## config.mk

```make
export PLATFORM = sky130hd
export DESIGN_NAME = xif_result_buffer_flat
export DESIGN_NICKNAME = d
export VERILOG_FILES = /design/src/rtl/xif_result_buffer_if.sv /design/src/rtl/xif_result_buffer.sv /design/src/flat_wrapper.sv
export SDC_FILE = /design/constraint.sdc
export NUM_CORES = 1
export LEC_CHECK = 0
export BUFFER_PORTS_ARGS = -buffer_cell sky130_fd_sc_hd__buf_2
export CORE_MARGIN = 3
export CORE_UTILIZATION = 60
export CTS_CLUSTER_DIAMETER = 200
export CTS_CLUSTER_SIZE = 14
export DETAILED_ROUTE_END_ITERATION = 8
export PLACE_DENSITY_LB_ADDON = 0.1
export SLEW_MARGIN = 0
export SYNTH_ARGS = -nofsm -noshare
export SYNTH_HDL_FRONTEND = slang
export SYNTH_SLANG_ARGS = --single-unit
export TNS_END_PERCENT = 50
```

## constraint.sdc

```tcl
create_clock -name clk_i -period 5.2 [get_ports clk_i]
set_input_delay 0.26 -clock clk_i [delete_from_list [all_inputs] [get_ports clk_i]]
set_output_delay 0.26 -clock clk_i [all_outputs]
set_load 0.02 [all_outputs]
```

## src/rtl/xif_result_buffer_if.sv

```systemverilog
// CORE-V-XIF commit, result-in and result-out signal bundle for xif_result_buffer.
// slave is the buffer's view; master is the view of the core/coprocessor side.
interface xif_result_buffer_if #(
  parameter int ID_WIDTH = 4,
  parameter int XLEN     = 32
);
  logic                commit_valid_i;
  logic [ID_WIDTH-1:0] commit_id_i;
  logic                commit_kill_i;

  logic                in_valid_i;
  logic                in_ready_o;
  logic [ID_WIDTH-1:0] in_id_i;
  logic [XLEN-1:0]     in_data_i;
  logic [4:0]          in_rd_i;
  logic                in_we_i;
  logic                in_exc_i;
  logic [5:0]          in_exccode_i;

  logic                out_valid_o;
  logic                out_ready_i;
  logic [ID_WIDTH-1:0] out_id_o;
  logic [XLEN-1:0]     out_data_o;
  logic [4:0]          out_rd_o;
  logic                out_we_o;
  logic                out_exc_o;
  logic [5:0]          out_exccode_o;

  modport slave (
    input  commit_valid_i, commit_id_i, commit_kill_i,
    input  in_valid_i, in_id_i, in_data_i, in_rd_i, in_we_i, in_exc_i, in_exccode_i,
    output in_ready_o,
    input  out_ready_i,
    output out_valid_o, out_id_o, out_data_o, out_rd_o, out_we_o, out_exc_o, out_exccode_o
  );

  modport master (
    output commit_valid_i, commit_id_i, commit_kill_i,
    output in_valid_i, in_id_i, in_data_i, in_rd_i, in_we_i, in_exc_i, in_exccode_i,
    input  in_ready_o,
    output out_ready_i,
    input  out_valid_o, out_id_o, out_data_o, out_rd_o, out_we_o, out_exc_o, out_exccode_o
  );
endinterface

```

## src/rtl/xif_result_buffer.sv

```systemverilog
// In-order result FIFO that releases a coprocessor result only once its ID is committed
// and silently drops results whose ID was killed.
module xif_result_buffer #(
  parameter int DEPTH    = 4,
  parameter int ID_WIDTH = 4,
  parameter int XLEN     = 32
) (
  input  logic                   clk_i,
  input  logic                   rst_i,
  xif_result_buffer_if.slave     bus,
  output logic [$clog2(DEPTH):0] count_o,
  output logic                   err_o
);
  localparam int PW  = $clog2(DEPTH);
  localparam int CW  = PW + 1;
  localparam int NID = 1 << ID_WIDTH;

  logic [ID_WIDTH-1:0] r_id      [DEPTH];
  logic [XLEN-1:0]     r_data    [DEPTH];
  logic [4:0]          r_rd      [DEPTH];
  logic                r_we      [DEPTH];
  logic                r_exc     [DEPTH];
  logic [5:0]          r_exccode [DEPTH];
  logic [DEPTH-1:0]    r_vld;

  logic [PW-1:0]       r_wr_ptr;
  logic [PW-1:0]       r_rd_ptr;
  logic [CW-1:0]       r_count;
  logic [NID-1:0]      r_c;
  logic [NID-1:0]      r_k;
  logic                r_err;

  logic                w_head_vld;
  logic [ID_WIDTH-1:0] w_head_id;
  logic                w_drop;
  logic                w_out_valid;
  logic                w_push;
  logic                w_pop;
  logic                w_id_hit;
  logic                w_cmt_dup;

  assign w_head_vld  = (r_count != '0);
  assign w_head_id   = r_id[r_rd_ptr];
  assign w_drop      = w_head_vld && r_k[w_head_id];
  assign w_out_valid = w_head_vld && r_c[w_head_id] && !r_k[w_head_id];
  assign w_pop       = w_drop || (w_out_valid && bus.out_ready_i);

  assign bus.in_ready_o = (r_count < CW'(DEPTH));
  assign w_push         = bus.in_valid_i && bus.in_ready_o;

  // Data fields read as zero whenever nothing is being presented.
  assign bus.out_valid_o   = w_out_valid;
  assign bus.out_id_o      = w_out_valid ? w_head_id            : '0;
  assign bus.out_data_o    = w_out_valid ? r_data[r_rd_ptr]     : '0;
  assign bus.out_rd_o      = w_out_valid ? r_rd[r_rd_ptr]       : '0;
  assign bus.out_we_o      = w_out_valid ? r_we[r_rd_ptr]       : 1'b0;
  assign bus.out_exc_o     = w_out_valid ? r_exc[r_rd_ptr]      : 1'b0;
  assign bus.out_exccode_o = w_out_valid ? r_exccode[r_rd_ptr]  : '0;

  assign count_o = r_count;
  assign err_o   = r_err;

  always_comb begin
    w_id_hit = 1'b0;
    for (int j = 0; j < DEPTH; j++) begin
      if (r_vld[j] && (r_id[j] == bus.in_id_i)) w_id_hit = 1'b1;
    end
  end

  assign w_cmt_dup = bus.commit_valid_i && (r_c[bus.commit_id_i] || r_k[bus.commit_id_i]);

  // Payload storage carries no reset; occupancy is tracked by r_vld/r_count.
  always_ff @(posedge clk_i) begin
    if (w_push) begin
      r_id[r_wr_ptr]      <= bus.in_id_i;
      r_data[r_wr_ptr]    <= bus.in_data_i;
      r_rd[r_wr_ptr]      <= bus.in_rd_i;
      r_we[r_wr_ptr]      <= bus.in_we_i;
      r_exc[r_wr_ptr]     <= bus.in_exc_i;
      r_exccode[r_wr_ptr] <= bus.in_exccode_i;
    end
  end

  always_ff @(posedge clk_i) begin
    if (rst_i) begin
      r_wr_ptr <= '0;
      r_rd_ptr <= '0;
      r_count  <= '0;
      r_vld    <= '0;
      r_err    <= 1'b0;
    end else begin
      if (w_push) begin
        r_wr_ptr        <= r_wr_ptr + 1'b1;
        r_vld[r_wr_ptr] <= 1'b1;
      end
      if (w_pop) begin
        r_rd_ptr        <= r_rd_ptr + 1'b1;
        r_vld[r_rd_ptr] <= 1'b0;
      end
      if (w_push && !w_pop)      r_count <= r_count + 1'b1;
      else if (w_pop && !w_push) r_count <= r_count - 1'b1;
      if (w_cmt_dup || (w_push && w_id_hit)) r_err <= 1'b1;
    end
  end

  // A commit/kill landing on the ID being popped wins over the pop's clear.
  always_ff @(posedge clk_i) begin
    if (rst_i) begin
      r_c <= '0;
      r_k <= '0;
    end else begin
      for (int i = 0; i < NID; i++) begin
        if (w_pop && (w_head_id == ID_WIDTH'(i))) begin
          r_c[i] <= 1'b0;
          r_k[i] <= 1'b0;
        end
        if (bus.commit_valid_i && (bus.commit_id_i == ID_WIDTH'(i))) begin
          if (bus.commit_kill_i) r_k[i] <= 1'b1;
          else                   r_c[i] <= 1'b1;
        end
      end
    end
  end
endmodule
```

## src/flat_wrapper.sv

```systemverilog
// flat-port wrapper written by rule: the top's interface ports become plain ports
module xif_result_buffer_flat 
#(
  parameter int DEPTH    = 4,
  parameter int ID_WIDTH = 4,
  parameter int XLEN     = 32
)
  (clk_i, rst_i, count_o, err_o, bus_commit_valid_i, bus_commit_id_i, bus_commit_kill_i, bus_in_valid_i, bus_in_id_i, bus_in_data_i, bus_in_rd_i, bus_in_we_i, bus_in_exc_i, bus_in_exccode_i, bus_in_ready_o, bus_out_ready_i, bus_out_valid_o, bus_out_id_o, bus_out_data_o, bus_out_rd_o, bus_out_we_o, bus_out_exc_o, bus_out_exccode_o);
  xif_result_buffer_if #(.ID_WIDTH(ID_WIDTH), .XLEN(XLEN)) bus_i ();
  input  logic clk_i;
  input  logic rst_i;
  output logic [$clog2(DEPTH):0] count_o;
  output logic err_o;
  input wire logic [$bits(bus_i.commit_valid_i)-1:0] bus_commit_valid_i;
  input wire logic [$bits(bus_i.commit_id_i)-1:0] bus_commit_id_i;
  input wire logic [$bits(bus_i.commit_kill_i)-1:0] bus_commit_kill_i;
  input wire logic [$bits(bus_i.in_valid_i)-1:0] bus_in_valid_i;
  input wire logic [$bits(bus_i.in_id_i)-1:0] bus_in_id_i;
  input wire logic [$bits(bus_i.in_data_i)-1:0] bus_in_data_i;
  input wire logic [$bits(bus_i.in_rd_i)-1:0] bus_in_rd_i;
  input wire logic [$bits(bus_i.in_we_i)-1:0] bus_in_we_i;
  input wire logic [$bits(bus_i.in_exc_i)-1:0] bus_in_exc_i;
  input wire logic [$bits(bus_i.in_exccode_i)-1:0] bus_in_exccode_i;
  output wire logic [$bits(bus_i.in_ready_o)-1:0] bus_in_ready_o;
  input wire logic [$bits(bus_i.out_ready_i)-1:0] bus_out_ready_i;
  output wire logic [$bits(bus_i.out_valid_o)-1:0] bus_out_valid_o;
  output wire logic [$bits(bus_i.out_id_o)-1:0] bus_out_id_o;
  output wire logic [$bits(bus_i.out_data_o)-1:0] bus_out_data_o;
  output wire logic [$bits(bus_i.out_rd_o)-1:0] bus_out_rd_o;
  output wire logic [$bits(bus_i.out_we_o)-1:0] bus_out_we_o;
  output wire logic [$bits(bus_i.out_exc_o)-1:0] bus_out_exc_o;
  output wire logic [$bits(bus_i.out_exccode_o)-1:0] bus_out_exccode_o;
  assign bus_i.commit_valid_i = bus_commit_valid_i;
  assign bus_i.commit_id_i = bus_commit_id_i;
  assign bus_i.commit_kill_i = bus_commit_kill_i;
  assign bus_i.in_valid_i = bus_in_valid_i;
  assign bus_i.in_id_i = bus_in_id_i;
  assign bus_i.in_data_i = bus_in_data_i;
  assign bus_i.in_rd_i = bus_in_rd_i;
  assign bus_i.in_we_i = bus_in_we_i;
  assign bus_i.in_exc_i = bus_in_exc_i;
  assign bus_i.in_exccode_i = bus_in_exccode_i;
  assign bus_in_ready_o = bus_i.in_ready_o;
  assign bus_i.out_ready_i = bus_out_ready_i;
  assign bus_out_valid_o = bus_i.out_valid_o;
  assign bus_out_id_o = bus_i.out_id_o;
  assign bus_out_data_o = bus_i.out_data_o;
  assign bus_out_rd_o = bus_i.out_rd_o;
  assign bus_out_we_o = bus_i.out_we_o;
  assign bus_out_exc_o = bus_i.out_exc_o;
  assign bus_out_exccode_o = bus_i.out_exccode_o;
  xif_result_buffer #(.DEPTH(DEPTH), .ID_WIDTH(ID_WIDTH), .XLEN(XLEN)) u_core (.clk_i(clk_i), .rst_i(rst_i), .bus(bus_i), .count_o(count_o), .err_o(err_o));
endmodule
```

==> results <==
- The floorplan step defined a die boundary enclosing ~19000 µm².
- The first global-routing pass estimated about 36000 µm of wire.
- The mapped netlist covers 10600 µm².
- The worst max-slew margin expressed relative to the limit is 0.272.
- Prior to clock tree synthesis, the placed netlist has a worst setup slack of roughly 1100 ps.
- Of the total synthesized cell area, the portion taken by XOR and XNOR cells is 0.0141.
- In this run the clock root is driven by a clkbuf_16.
- The final estimated routing congestion in global placement is ~0.92.
- The library cell occupying the most area in the post-synthesis netlist is edfxtp_1.
- The number of nets in the synthesized netlist is 799.
- The mean area per synthesized cell is 14.4 µm².
- For the worst setup path, the data required time is approximately 5000 ps.
- For this run, the share of the core covered by cells in the final layout is 0.730.
- The synthesized netlist contains 52 unique library cells.
- The floorplan has 47 rows.
- Buffers placed on the I/O ports in this run total 113.
- The share of async-settable or async-resettable flops after synthesis is 0.
- TritonCTS built the clock tree.
- The total overflow reported by the global router is 0.
- The HPWL after detailed placement is 14600 µm.
- At the end of the flow, the number of nets in the layout was 950.
- The proportion of power drawn by combinational gates is 0.225.
- STA classifies the critical path startpoint as a register.
- The class of the most critical hold timing path is in2reg.
- The width of the chip is ~140 µm.
- After clock tree synthesis, the clock-pin slew on the worst setup and hold paths is ~70 ps.
- The switching power is between 1 and 1.5 mW.
- The relative contribution of the clock network to total power is 0.282.
- The maximum vdd drop is 0.402 mV.
- The transition time of the tightest slew-check pin is roughly 1100 ps.
- The slowest stage of the critical path belongs to the cell or3b_2.
- The largest net degree at the start of global routing is slightly below 60.
- The share of synthesized area in the top cell type comes to 0.558.
- Setup repair after global routing left no endpoint under its margin.
- The endpoint of the worst-slack reg-to-reg timing path is u_core.count_o[1]$_SDFFE_PP0P_.
- Counting buffers and inverters, the worst setup path is 9 cells deep.
- The clock passes through at most 3 buffers.
- The layout cell share with drive strength beyond 1 is 0.252.
- The number of nets with antenna violations after detailed routing is 0.
- The initial antenna violation count is 1.
- The part of the cycle the worst path needs is 0.871.
- The clock skew is between 7 and 8 ps.
- In this run the static leakage power is 4.20 nW.
- The largest single stage delay on the critical path is a little over 900 ps.
- Yosys attributes the largest share of cell area to edfxtp_1 56%, mux4_2 11%, dfxtp_1 8.7%.
- The total number of clock tree sinks is between 200 and 250.
- The initial core utilization is 0.625.
- The worst setup path is captured at a primary output.
- The accumulated negative setup slack is 0 ps.
- The type of the worst setup path is reg2out.
- The via count of the first global-routing pass is about 7000.
- The cell family contributing the most delay on the critical path is simple AND/OR/NAND/NOR gates.
- The startpoint identified for the worst hold timing path is bus_commit_valid_i.
- In this run the register-to-register setup slack is 1050 ps.
- The most used flip-flop cell after synthesis is edfxtp_1.
- The setup-violating endpoint count in the final report is 0.
- The signal arrival time at the worst endpoint is roughly 4300 ps.
- The number of flip-flops and latches in the synthesized netlist is 242.
- The path with the worst hold slack has its endpoint at u_core.err_o$_SDFFE_PP0P_.
- The number of post-CTS setup repair buffers is 0.
- The region available for standard cell placement spans ~17000 µm².
- The share of power burned in registers is 0.493.
- Dividing the detail-routed wire length by the instance count gives 20.3 µm.
- Power spread over the standard cell area amounts to between 400 and 500 nW/µm².
- Measured along the y axis, the die boundary spans approximately 140 µm.
- The synthesized-area fraction occupied by adder cells is 0.0114.
- The final count of pins violating max slew is 0.
- The max-capacitance violation count is 0.
- The number of synthesized flops with an enable pin is just under 200.
- The number of gates resized after cts is 0.
- The critical-path maximum fanout is 40.
- Counting cells, the worst reg-to-reg path comes to 10.
- The share of synthesized area spent on multiplexers is 0.130.
- Summing over every cut layer, the via total after detailed routing is 6672.
- During I/O placement, the number of pins put on the boundary was 114.
- The synthesized instance count is between 700 and 800.
- Dividing the detail-routed via count by the number of cells gives approximately 6.0.
- Of the synthesized area, sequential elements account for 0.645.
- The worst hold path passes through 3 cells.
- Setup slack closes at 672 ps.
- The DRC violation total after the first TritonRoute iteration is 513.
- For the worst-skew pair, the clock arrives at the later sink with an insertion delay of 490 ps.
- The share of the synthesized area in compound gates (AO/OA/AOI/OAI) came to 0.0649.
- Walking the worst path, the cells encountered are mux4_2 > mux2i_1 > nand2_1 > a32oi_1 > a21boi_1 > or3b_2 > buf_4 > nor2b_1 > buf_2.
- The run finished with clean final reports.
- The critical path contains buffers and inverters numbering 2 combined.
- By area, the combinational part of the netlist is dominated by multiplexers.
- Buffers inserted during clock tree synthesis total 21.
- The final routed wirelength across all metal layers is around 23000 µm.
- Counting I/O delays and the setup requirement, the final critical path takes ~4500 ps.
- For this run, the total global-route usage over all layers was measured as 0.236.
- The share of synthesized cell area in and, or, nand and nor gates is 0.102.
- The number of levels in the clock H-tree is 1.
- The maximum achievable frequency is approximately 220 MHz.
- The final hold violation count was 0.
- The internal power is 3.59 mW.
- The number of DRC violations after detailed routing is 0.
- Of the total power, the share spent switching nets is 0.283.
- Before antenna repair, the detailed router went through 5 iterations.
- Yosys printed 0 warnings.
- Relative to the synthesized area, the layout overhead comes to 16.8%.
==> synthesized netlist by cell type (2+ instances only) <==
| cell type | number |
|---|---|
| nand3b_1 | 5 |
| and2_1 | 4 |
| o211ai_1 | 4 |
| a211oi_1 | 22 |
| a32oi_1 | 2 |
| dfxtp_1 | 46 |
| a2111oi_2 | 2 |
| nor2b_1 | 48 |
| xor2_1 | 12 |
| nand3_1 | 8 |
| or2_2 | 13 |
| clkbuf_1 | 21 |
| nand4_1 | 4 |
| nand2b_1 | 7 |
| mux2i_1 | 19 |
| o21ai_0 | 7 |
| mux4_2 | 52 |
| buf_6 | 4 |
| edfxtp_1 | 196 |
| or3_1 | 4 |
| nand2_1 | 28 |
| inv_1 | 38 |
| ha_1 | 8 |
| or4_1 | 3 |
| xnor2_1 | 5 |
| a21o_1 | 16 |
| a21oi_1 | 38 |
| nor2_1 | 69 |
| buf_2 | 11 |
| nor3_1 | 13 |
==> cells by family after synthesis <==
kind of cell	count (synthesis)
xor gates and xnor gates	17
muxes	72
DFF	242
buffers and inverters	78
adders and majority gates	9
AOI/OAI and AO/OA	101
and+or+nand+nor	212
==> sequential cells by signal, summed over array words and instances, names as in the netlist, named ones only <==
register,flops
u_core.r_data,128
u_core.r_exccode,24
u_core.r_rd,20
u_core.r_c,16
u_core.r_id,16
u_core.r_k,16
u_core.r_exc,4
u_core.r_vld,4
u_core.r_we,4
u_core.count_o,3
u_core.r_rd_ptr,2
u_core.r_wr_ptr,2
u_core.err_o,1
==> metrics by stage <==
step           power (mW)  cell area (µm²)  hold slack, ps  cells
2_1_floorplan        3.30            10600             359    731
3_3_place_gp         3.58            11300             468   1034
3_5_place_dp         3.61            11300             478   1034
4_1_cts              5.05            12300            68.3   1117
5_1_grt              5.24            12300            68.0   1118
6_report             5.01            12300            84.0   1118
==> layer usage <==
layer / vias to the layer above / track usage / share of wire
met1: 3364 / 0.339 / 0.43
met3: 35 / 0.0386 / 0.061
met2: 238 / 0.384 / 0.49
li1: 3035 / - / -
met4: 0 / 0.0593 / 0.018
met5: - / 0 / 0
==> cell usage in the layout (no fill, tap or decap), types with 7 or more instances in the layout <==
master / synthesis / final
a211oi_1: 22 / 22
a21o_1: 16 / 16
a21oi_1: 38 / 38
buf_2: 11 / 113
buf_4: 1 / 8
clkbuf_1: 21 / 15
clkbuf_16: 0 / 21
dfxtp_1: 46 / 44
dlygate4sd3_1: 0 / 45
edfxtp_1: 196 / 196
ha_1: 8 / 8
inv_1: 38 / 38
mux2i_1: 19 / 19
mux4_2: 52 / 52
nand2_1: 28 / 28
nand2b_1: 7 / 7
nand3_1: 8 / 8
nor2_1: 69 / 69
nor2b_1: 48 / 48
nor3_1: 13 / 13
o21ai_0: 7 / 7
or2_2: 13 / 13
xor2_1: 12 / 12
==> repair_timing <==
action	CTS	global route
hold buffers	45	0
endpoints found under the hold margin	180	0
setup endpoints to repair	0	0
==> power groups by stage <==
stage	sequential (mW)	combinational (mW)	clock, mW
2_1_floorplan	2.47	0.830	0
3_3_place_gp	2.50	1.08	0
3_5_place_dp	2.51	1.10	0
4_1_cts	2.47	1.13	1.44
5_1_grt	2.50	1.22	1.52
6_report	2.47	1.13	1.41
==> cell type report <==
class                      instances  area (µm²)
inverter                          40         151
tap                              220         275
timing repair buffer             166        1080
multi-input combinational        411        3410
antenna                            1        2.50
fill                            1079        4550
clock buffer                      36         582
clock inverter                     2        20.0
sequential                       242        6810
==> worst max-delay path by stage <==
stage / endpoint / slack [ps] / startpoint
after floorplan: u_core.count_o[1]$_SDFFE_PP0P_ / 2070 / register
after global placement: u_core.count_o[1]$_SDFFE_PP0P_ / 1160 / register
after detailed placement: u_core.count_o[1]$_SDFFE_PP0P_ / 1060 / register
after CTS: bus_out_data_o[3] / 610 / register
after global routing: bus_out_data_o[1] / 360 / register
final: bus_out_data_o[1] / 670 / register
==> worst reg2reg max path: stages, from the launching register on <==
cell and delay (ps):
dfxtp_4 690, mux4_2 800, mux2i_1 260, nand2_1 80, a32oi_1 350, a21o_1 620
nand3_1 200, fa_1 530, nand2b_1 70, or4_1 400, nand4_1 100
Power figures use the tool's default switching activity.
